**src/rtl/ddr_arb_pkg.sv**
```systemverilog
// Shared types and widths for the DDR write-command arbiter.
// Holds the FSM state encoding and the round-robin pointer advance helper.
package ddr_arb_pkg;

   localparam int ADDR_W = 23;
   localparam int LEN_W  = 10;
   localparam int IDX_W  = 2;

   typedef enum logic [2:0] {
      ST_IDLE    = 3'd0,
      ST_ARB     = 3'd1,
      ST_CMD     = 3'd2,
      ST_WAIT    = 3'd3,
      ST_RELEASE = 3'd4
   } arb_state_e;

   // Next round-robin start index after slave idx, wrapping at n slaves.
   function automatic logic [IDX_W-1:0] rr_next(input logic [IDX_W-1:0] idx, input int n);
      if (int'(idx) >= n - 1) begin
         return '0;
      end else begin
         return idx + 2'd1;
      end
   endfunction

endpackage

```
**src/rtl/ddr_wr_arbiter_rr_pick.sv**
```systemverilog
// Rotate-priority encoder: first set request at or after ptr_i, wrapping at N.
// Combinational only; the caller registers the result.
module rr_pick_first
   import ddr_arb_pkg::*;
#(
   parameter int N = 4
) (
   input  logic [N-1:0]     req_i,
   input  logic [IDX_W-1:0] ptr_i,
   output logic [IDX_W-1:0] idx_o,
   output logic             found_o
);

   logic [IDX_W-1:0] cand_s;

   // Scan from the farthest offset back to ptr_i so the nearest requester wins.
   always_comb begin
      idx_o   = '0;
      found_o = 1'b0;
      cand_s  = '0;
      for (int off = N - 1; off >= 0; off--) begin
         cand_s = IDX_W'((int'(ptr_i) + off) % N);
         if (req_i[cand_s]) begin
            idx_o   = cand_s;
            found_o = 1'b1;
         end else begin
            found_o = found_o;
         end
      end
   end

endmodule

```
**src/rtl/ddr_wr_arbiter.sv**
```systemverilog
// Round-robin arbiter and command sequencer sharing one DDR write-command port
// among up to four slave write channels, holding each grant until burst done.
module ddr_wr_arbiter
   import ddr_arb_pkg::*;
#(
   parameter int         NUM_SLAVES     = 4,
   parameter int         HOLDOFF_CYCLES = 3,
   parameter logic [3:0] SLAVE_EN_MASK  = 4'b1111
) (
   input  logic                         ddr_clk,
   input  logic                         sys_rstn,
   input  logic [NUM_SLAVES-1:0]        slave_req,
   input  logic [ADDR_W*NUM_SLAVES-1:0] slave_waddr_bus,
   input  logic [LEN_W*NUM_SLAVES-1:0]  slave_wburst_len_bus,
   output logic [NUM_SLAVES-1:0]        arbitrate_valid,
   output logic [IDX_W-1:0]             slave_wrbank,
   output logic                         ddr_wr_cmd_req,
   input  logic                         ddr_wr_cmd_ack,
   output logic [ADDR_W-1:0]            ddr_waddr,
   output logic [LEN_W-1:0]             ddr_wburst_len,
   input  logic                         ddr_wr_done,
   output logic                         arb_busy
);

   localparam int CNT_W = (HOLDOFF_CYCLES < 2) ? 1 : $clog2(HOLDOFF_CYCLES);

   arb_state_e              state_q, state_d;
   logic [NUM_SLAVES-1:0]   valid_q, valid_d;
   logic [IDX_W-1:0]        bank_q, bank_d;
   logic                    cmd_req_q, cmd_req_d;
   logic [ADDR_W-1:0]       addr_q, addr_d;
   logic [LEN_W-1:0]        len_q, len_d;
   logic [IDX_W-1:0]        rr_q, rr_d;
   logic [CNT_W-1:0]        cnt_q, cnt_d;
   logic                    busy_q;

   logic [NUM_SLAVES-1:0]   act_req_s;
   logic [IDX_W-1:0]        pick_idx_s;
   logic                    pick_found_s;
   logic [ADDR_W-1:0]       sel_addr_s;
   logic [LEN_W-1:0]        sel_len_s;

   assign act_req_s  = slave_req & SLAVE_EN_MASK[NUM_SLAVES-1:0];
   assign sel_addr_s = slave_waddr_bus[int'(pick_idx_s)*ADDR_W +: ADDR_W];
   assign sel_len_s  = slave_wburst_len_bus[int'(pick_idx_s)*LEN_W +: LEN_W];

   rr_pick_first #(
      .N (NUM_SLAVES)
   ) u_pick (
      .req_i   (act_req_s),
      .ptr_i   (rr_q),
      .idx_o   (pick_idx_s),
      .found_o (pick_found_s)
   );

   // Next-state and registered-output decode.
   always_comb begin
      state_d   = state_q;
      valid_d   = valid_q;
      bank_d    = bank_q;
      cmd_req_d = cmd_req_q;
      addr_d    = addr_q;
      len_d     = len_q;
      rr_d      = rr_q;
      cnt_d     = cnt_q;
      case (state_q)
         ST_IDLE: begin
            if (|act_req_s) begin
               state_d = ST_ARB;
            end else begin
               state_d = ST_IDLE;
            end
         end
         ST_ARB: begin
            // A requester may have withdrawn since IDLE; fall back if none remain.
            if (pick_found_s) begin
               bank_d  = pick_idx_s;
               valid_d = NUM_SLAVES'(1) << pick_idx_s;
               addr_d  = sel_addr_s;
               len_d   = sel_len_s;
               if (sel_len_s == {LEN_W{1'b0}}) begin
                  state_d = ST_RELEASE;
                  cnt_d   = '0;
               end else begin
                  state_d   = ST_CMD;
                  cmd_req_d = 1'b1;
               end
            end else begin
               state_d = ST_IDLE;
            end
         end
         ST_CMD: begin
            if (ddr_wr_cmd_ack) begin
               cmd_req_d = 1'b0;
               if (ddr_wr_done) begin
                  state_d = ST_RELEASE;
                  valid_d = '0;
                  cnt_d   = '0;
               end else begin
                  state_d = ST_WAIT;
               end
            end else begin
               cmd_req_d = 1'b1;
            end
         end
         ST_WAIT: begin
            if (ddr_wr_done) begin
               state_d = ST_RELEASE;
               valid_d = '0;
               cnt_d   = '0;
            end else begin
               state_d = ST_WAIT;
            end
         end
         ST_RELEASE: begin
            // A zero-length grant enters here with valid set; it clears after one cycle.
            valid_d   = '0;
            cmd_req_d = 1'b0;
            rr_d      = rr_next(bank_q, NUM_SLAVES);
            if (int'(cnt_q) + 1 >= HOLDOFF_CYCLES) begin
               state_d = ST_IDLE;
               cnt_d   = '0;
            end else begin
               cnt_d = cnt_q + CNT_W'(1);
            end
         end
         default: begin
            state_d   = ST_IDLE;
            valid_d   = '0;
            cmd_req_d = 1'b0;
            cnt_d     = '0;
         end
      endcase
   end

   // State and output registers.
   always_ff @(posedge ddr_clk or negedge sys_rstn) begin
      if (!sys_rstn) begin
         state_q   <= ST_IDLE;
         valid_q   <= '0;
         bank_q    <= '0;
         cmd_req_q <= 1'b0;
         addr_q    <= '0;
         len_q     <= '0;
         rr_q      <= '0;
         cnt_q     <= '0;
         busy_q    <= 1'b0;
      end else begin
         state_q   <= state_d;
         valid_q   <= valid_d;
         bank_q    <= bank_d;
         cmd_req_q <= cmd_req_d;
         addr_q    <= addr_d;
         len_q     <= len_d;
         rr_q      <= rr_d;
         cnt_q     <= cnt_d;
         busy_q    <= (state_d != ST_IDLE);
      end
   end

   assign arbitrate_valid = valid_q;
   assign slave_wrbank    = bank_q;
   assign ddr_wr_cmd_req  = cmd_req_q;
   assign ddr_waddr       = addr_q;
   assign ddr_wburst_len  = len_q;
   assign arb_busy        = busy_q;

endmodule

```
**config.mk**
```make
export PLATFORM = sky130hd
export DESIGN_NAME = ddr_wr_arbiter
export DESIGN_NICKNAME = d
export VERILOG_FILES = /design/src/rtl/ddr_arb_pkg.sv /design/src/rtl/ddr_wr_arbiter_rr_pick.sv /design/src/rtl/ddr_wr_arbiter.sv
export SDC_FILE = /design/constraint.sdc
export NUM_CORES = 1
export LEC_CHECK = 0
export ABC_AREA = 1
export CORE_UTILIZATION = 41
export CTS_CLUSTER_DIAMETER = 40
export CTS_CLUSTER_SIZE = 12
export DETAILED_ROUTE_END_ITERATION = 7
export PLACE_DENSITY = 0.87
export SETUP_SLACK_MARGIN = 0.5
export SLEW_MARGIN = 15
export SYNTH_ARGS = -nofsm -noshare
export SYNTH_HDL_FRONTEND = slang
export SYNTH_SLANG_ARGS = --single-unit
export TNS_END_PERCENT = 20
```
**constraint.sdc**
```tcl
create_clock -name ddr_clk -period 5.65 [get_ports ddr_clk]
set_input_delay 1.13 -clock ddr_clk [delete_from_list [all_inputs] [get_ports ddr_clk]]
set_output_delay 1.13 -clock ddr_clk [all_outputs]
set_load 0.01 [all_outputs]
```
==> impl_metrics.tcl <==
set metrics [dict create \
    nets 756 \
    worstSetupStartpointType "input pin" \
    cts_buffers 5 \
    place.gp.congestion 0.878 \
    synthCells 449 \
    status "complete, but fails checks" \
    p_switching_w 0.00135 \
    fin_area_um2 4950 \
    rows 31 \
    cts_buffer_depth 2 \
    final_max_slew_viol_count 0 \
    via_count 3674 \
    antenna_found_initial 0 \
    multiInputGateArea_um2 1620 \
    fillCellCount 612 \
    clock_latency_ns 0.30 \
    reg2reg_depth 14 \
    coreArea_um2 7210 \
    tightest_slew_ns 1.04 \
    synthesis.area_um2 3050 \
    fin_cells 714 \
    synth.area.mux_share_pct 0 \
    p_int_w 0.00136 \
    diodes 0 \
    cp-end-kind "flop" \
    synth_nets 590 \
    worstSetupPathType "input pin to flop" \
    first_pass_iters 8 \
    holdBufCountCts 0 \
    postRouteAntennaNets 0 \
    post-route-period-util_pct 68.2 \
    viasPerCell 5.15 \
    fin_worst_skew_ns 0.00425 \
    area_delta_synth_final_pct 62.4 \
    swShare_pct 49.9 \
    hold_depth 2 \
    finalSetupViolations 0 \
    synth_edf_count 0 \
    comb_power_share_pct 69.8 \
    yosys-top-cells-area "dfrtp_1 (39%), nand2_1 (24%), a22oi_1 (6.4%)" \
    grt_pass1_vias 3465 \
    ir_drop_v 0.000225 \
    ys_ff_latch 48 \
    ys_types 25 \
    cts_num_sinks 48 \
    grt_setup_unrepaired "false" \
    place_area_um2 4870 \
    grt_max_degree 53 \
    synth_top_family_by_area "simple AND/OR/NAND/NOR gates" \
    synth_top_area_share_pct 39.4 \
    max_slew_margin_pct 30.4 \
    fin_crit_ns 3.85 \
    holdWs_ns 0.479 \
    overflow 0 \
    dieWidth_um 88.2 \
    ys_async_sr_fraction_pct 100 \
    synth_compound_area_share_pct 15.5 \
    cp.arrival_ns 4.05 \
    hp-class "flop to flop" \
    finalHoldViolCount 0 \
    dp_hpwl_mm 8.24 \
    dp_cells 707 \
    p_leak_nw 2.24 \
    post_synth_and_or_nand_nor_area_fraction_pct 37.1 \
    max_freq_mhz 260 \
    yosysTopAreaCell "dfrtp_1" \
    first_iter_violations 212 \
    clock_power_share_pct 7.1 \
    die_h_um 88.2 \
    die-area_um2 7780 \
    io_pins 181 \
    p_total_w 0.00271 \
    drc 2 \
    yosysMostFrequentCell "nand2_1" \
    start_util_pct 42.2 \
    layout.area.seq_um2 1200 \
    grt_pass1_wl_mm 16.2 \
    synth_commonest_cells "nand2_1 (195), dfrtp_1 (48), nor2_1 (44), a22oi_1 (26), inv_1 (25)" \
    cts_resized 0 \
    setup-tns-final_ns 0 \
    powerDensity_nw_per_um2 547 \
    cts_setup_buffers 0 \
    seqPwrFrac_pct 23.1 \
    cts_root_buffer "clkbuf_8" \
    path_clk_slew_ns 0.08 \
    htreeDepth 2 \
    wl_mm 10.6 \
    violations "design-rule violations" \
    synth_ff_type "dfrtp_1" \
    layout-drive-gt1-share_pct 3.90 \
    worstPathRequired_ns 5.85 \
    ys_seq_area_share_pct 39.4 \
    portBuffers 180 \
    grt_use_total_pct 27.2 \
    synthAdderAreaFrac_pct 0.411 \
    ys.warnings.count 0 \
    cts_tree "yes" \
    synth_xor_area_share_pct 0 \
    worst-path-max-fanout 27 \
    syn_area_per_cell_um2 6.78 \
    wl_per_cell_um 14.8 \
    maxCapViolations 0 \
]
cells by family (layout without fill, tap and decap cells):
kind of cell	after synthesis	in the layout
adder cells (fa/ha/maj)	1	1
AND/OR/NAND/NOR	279	279
AO/OA/AOI/OAI	70	70
flip-flops	48	48
buffers and inverters	51	217
critical path: stages:
cell             delay [ns]
clkdlybuf4s50_1        0.51
inv_1                  0.08
o21ai_1                0.16
nor2_1                 0.07
nor2_1                 0.13
nand3_2                0.26
nand2_4                0.33
inv_2                  0.16
nor2_2                 0.79
a22oi_1                0.18
a41oi_1                0.24
state kept, by name (all words and copies together), names as in the netlist:
| signal | flops |
|---|---|
| arb_busy | 1 |
| arbitrate_valid | 4 |
| cnt_q | 2 |
| ddr_waddr | 23 |
| ddr_wburst_len | 10 |
| ddr_wr_cmd_req | 1 |
| rr_q | 2 |
| slave_wrbank | 2 |
| state_q | 3 |
per-stage QoR:
step	setup WS (ns)	util [%]
floorplan	2.97	-
detailed placement	1.53	67.4
finish	1.80	68.6
global placement	1.75	67.4
global route	1.55	68.6
CTS	1.86	68.5
power by group through the flow:
| stage | clock network [W] | registers (W) | logic [W] |
|---|---|---|---|
| 3_3_place_gp | 0 | 0.000620 | 0.00181 |
| 3_5_place_dp | 0 | 0.000626 | 0.00188 |
| 5_1_grt | 0.000215 | 0.000644 | 0.00211 |
| 2_1_floorplan | 0 | 0.000665 | 0.00121 |
| 6_report | 0.000192 | 0.000625 | 0.00189 |
| 4_1_cts | 0.000200 | 0.000624 | 0.00189 |
cells in the final DEF (no fill, tap or decap):
master and n:
dfrtp_1 48, nand2_2 2, inv_2 3, a41oi_1 9
nor2_1 42, inv_1 25, nor2_4 1, o21ai_2 1
nor2_2 4, nor4_1 1, nand2_4 1, ha_1 1
nand4_1 6, clkbuf_1 1, clkbuf_8 5, nor3_1 1
nand3_2 2, or2_2 1, o21ai_0 18, nand3_1 23
buf_4 3, o31ai_1 1, o21ai_1 2, clkdlybuf4s50_1 179
nand2_1 195, a22oi_1 26, a31oi_1 13, clkinv_2 1
layer usage:
layer | global-route usage [%] | share of wire [%]
met5 | 0 | 0
met4 | 10.9 | 2.0
met3 | 5.47 | 5.2
met2 | 47.4 | 52
met1 | 32.9 | 40
final cells by class:
class	instances	area share, %
clock buffer	6	1.47
clock inverter	1	0.101
timing repair buffer	182	36.7
multi-input combinational	350	32.8
tap	99	2.50
sequential	48	24.3
inverter	28	2.12
path summary, 6_finish.rpt:
kind | slack, ns | to | from
worst min register to register | 0.48 | ddr_wr_cmd_req | ddr_wr_cmd_req
min in group asynchronous | 0.84 | ddr_waddr[3] | sys_rstn
worst min-delay path | 0.48 | ddr_wr_cmd_req | ddr_wr_cmd_req
worst max-delay path | 1.80 | ddr_waddr[22] | slave_req[1]
worst max register to register | 2.46 | ddr_waddr[0] | rr_q[0]
max in group asynchronous | 4.40 | ddr_wburst_len[8] | sys_rstn
No activity file was read; power rests on OpenSTA's default activity.
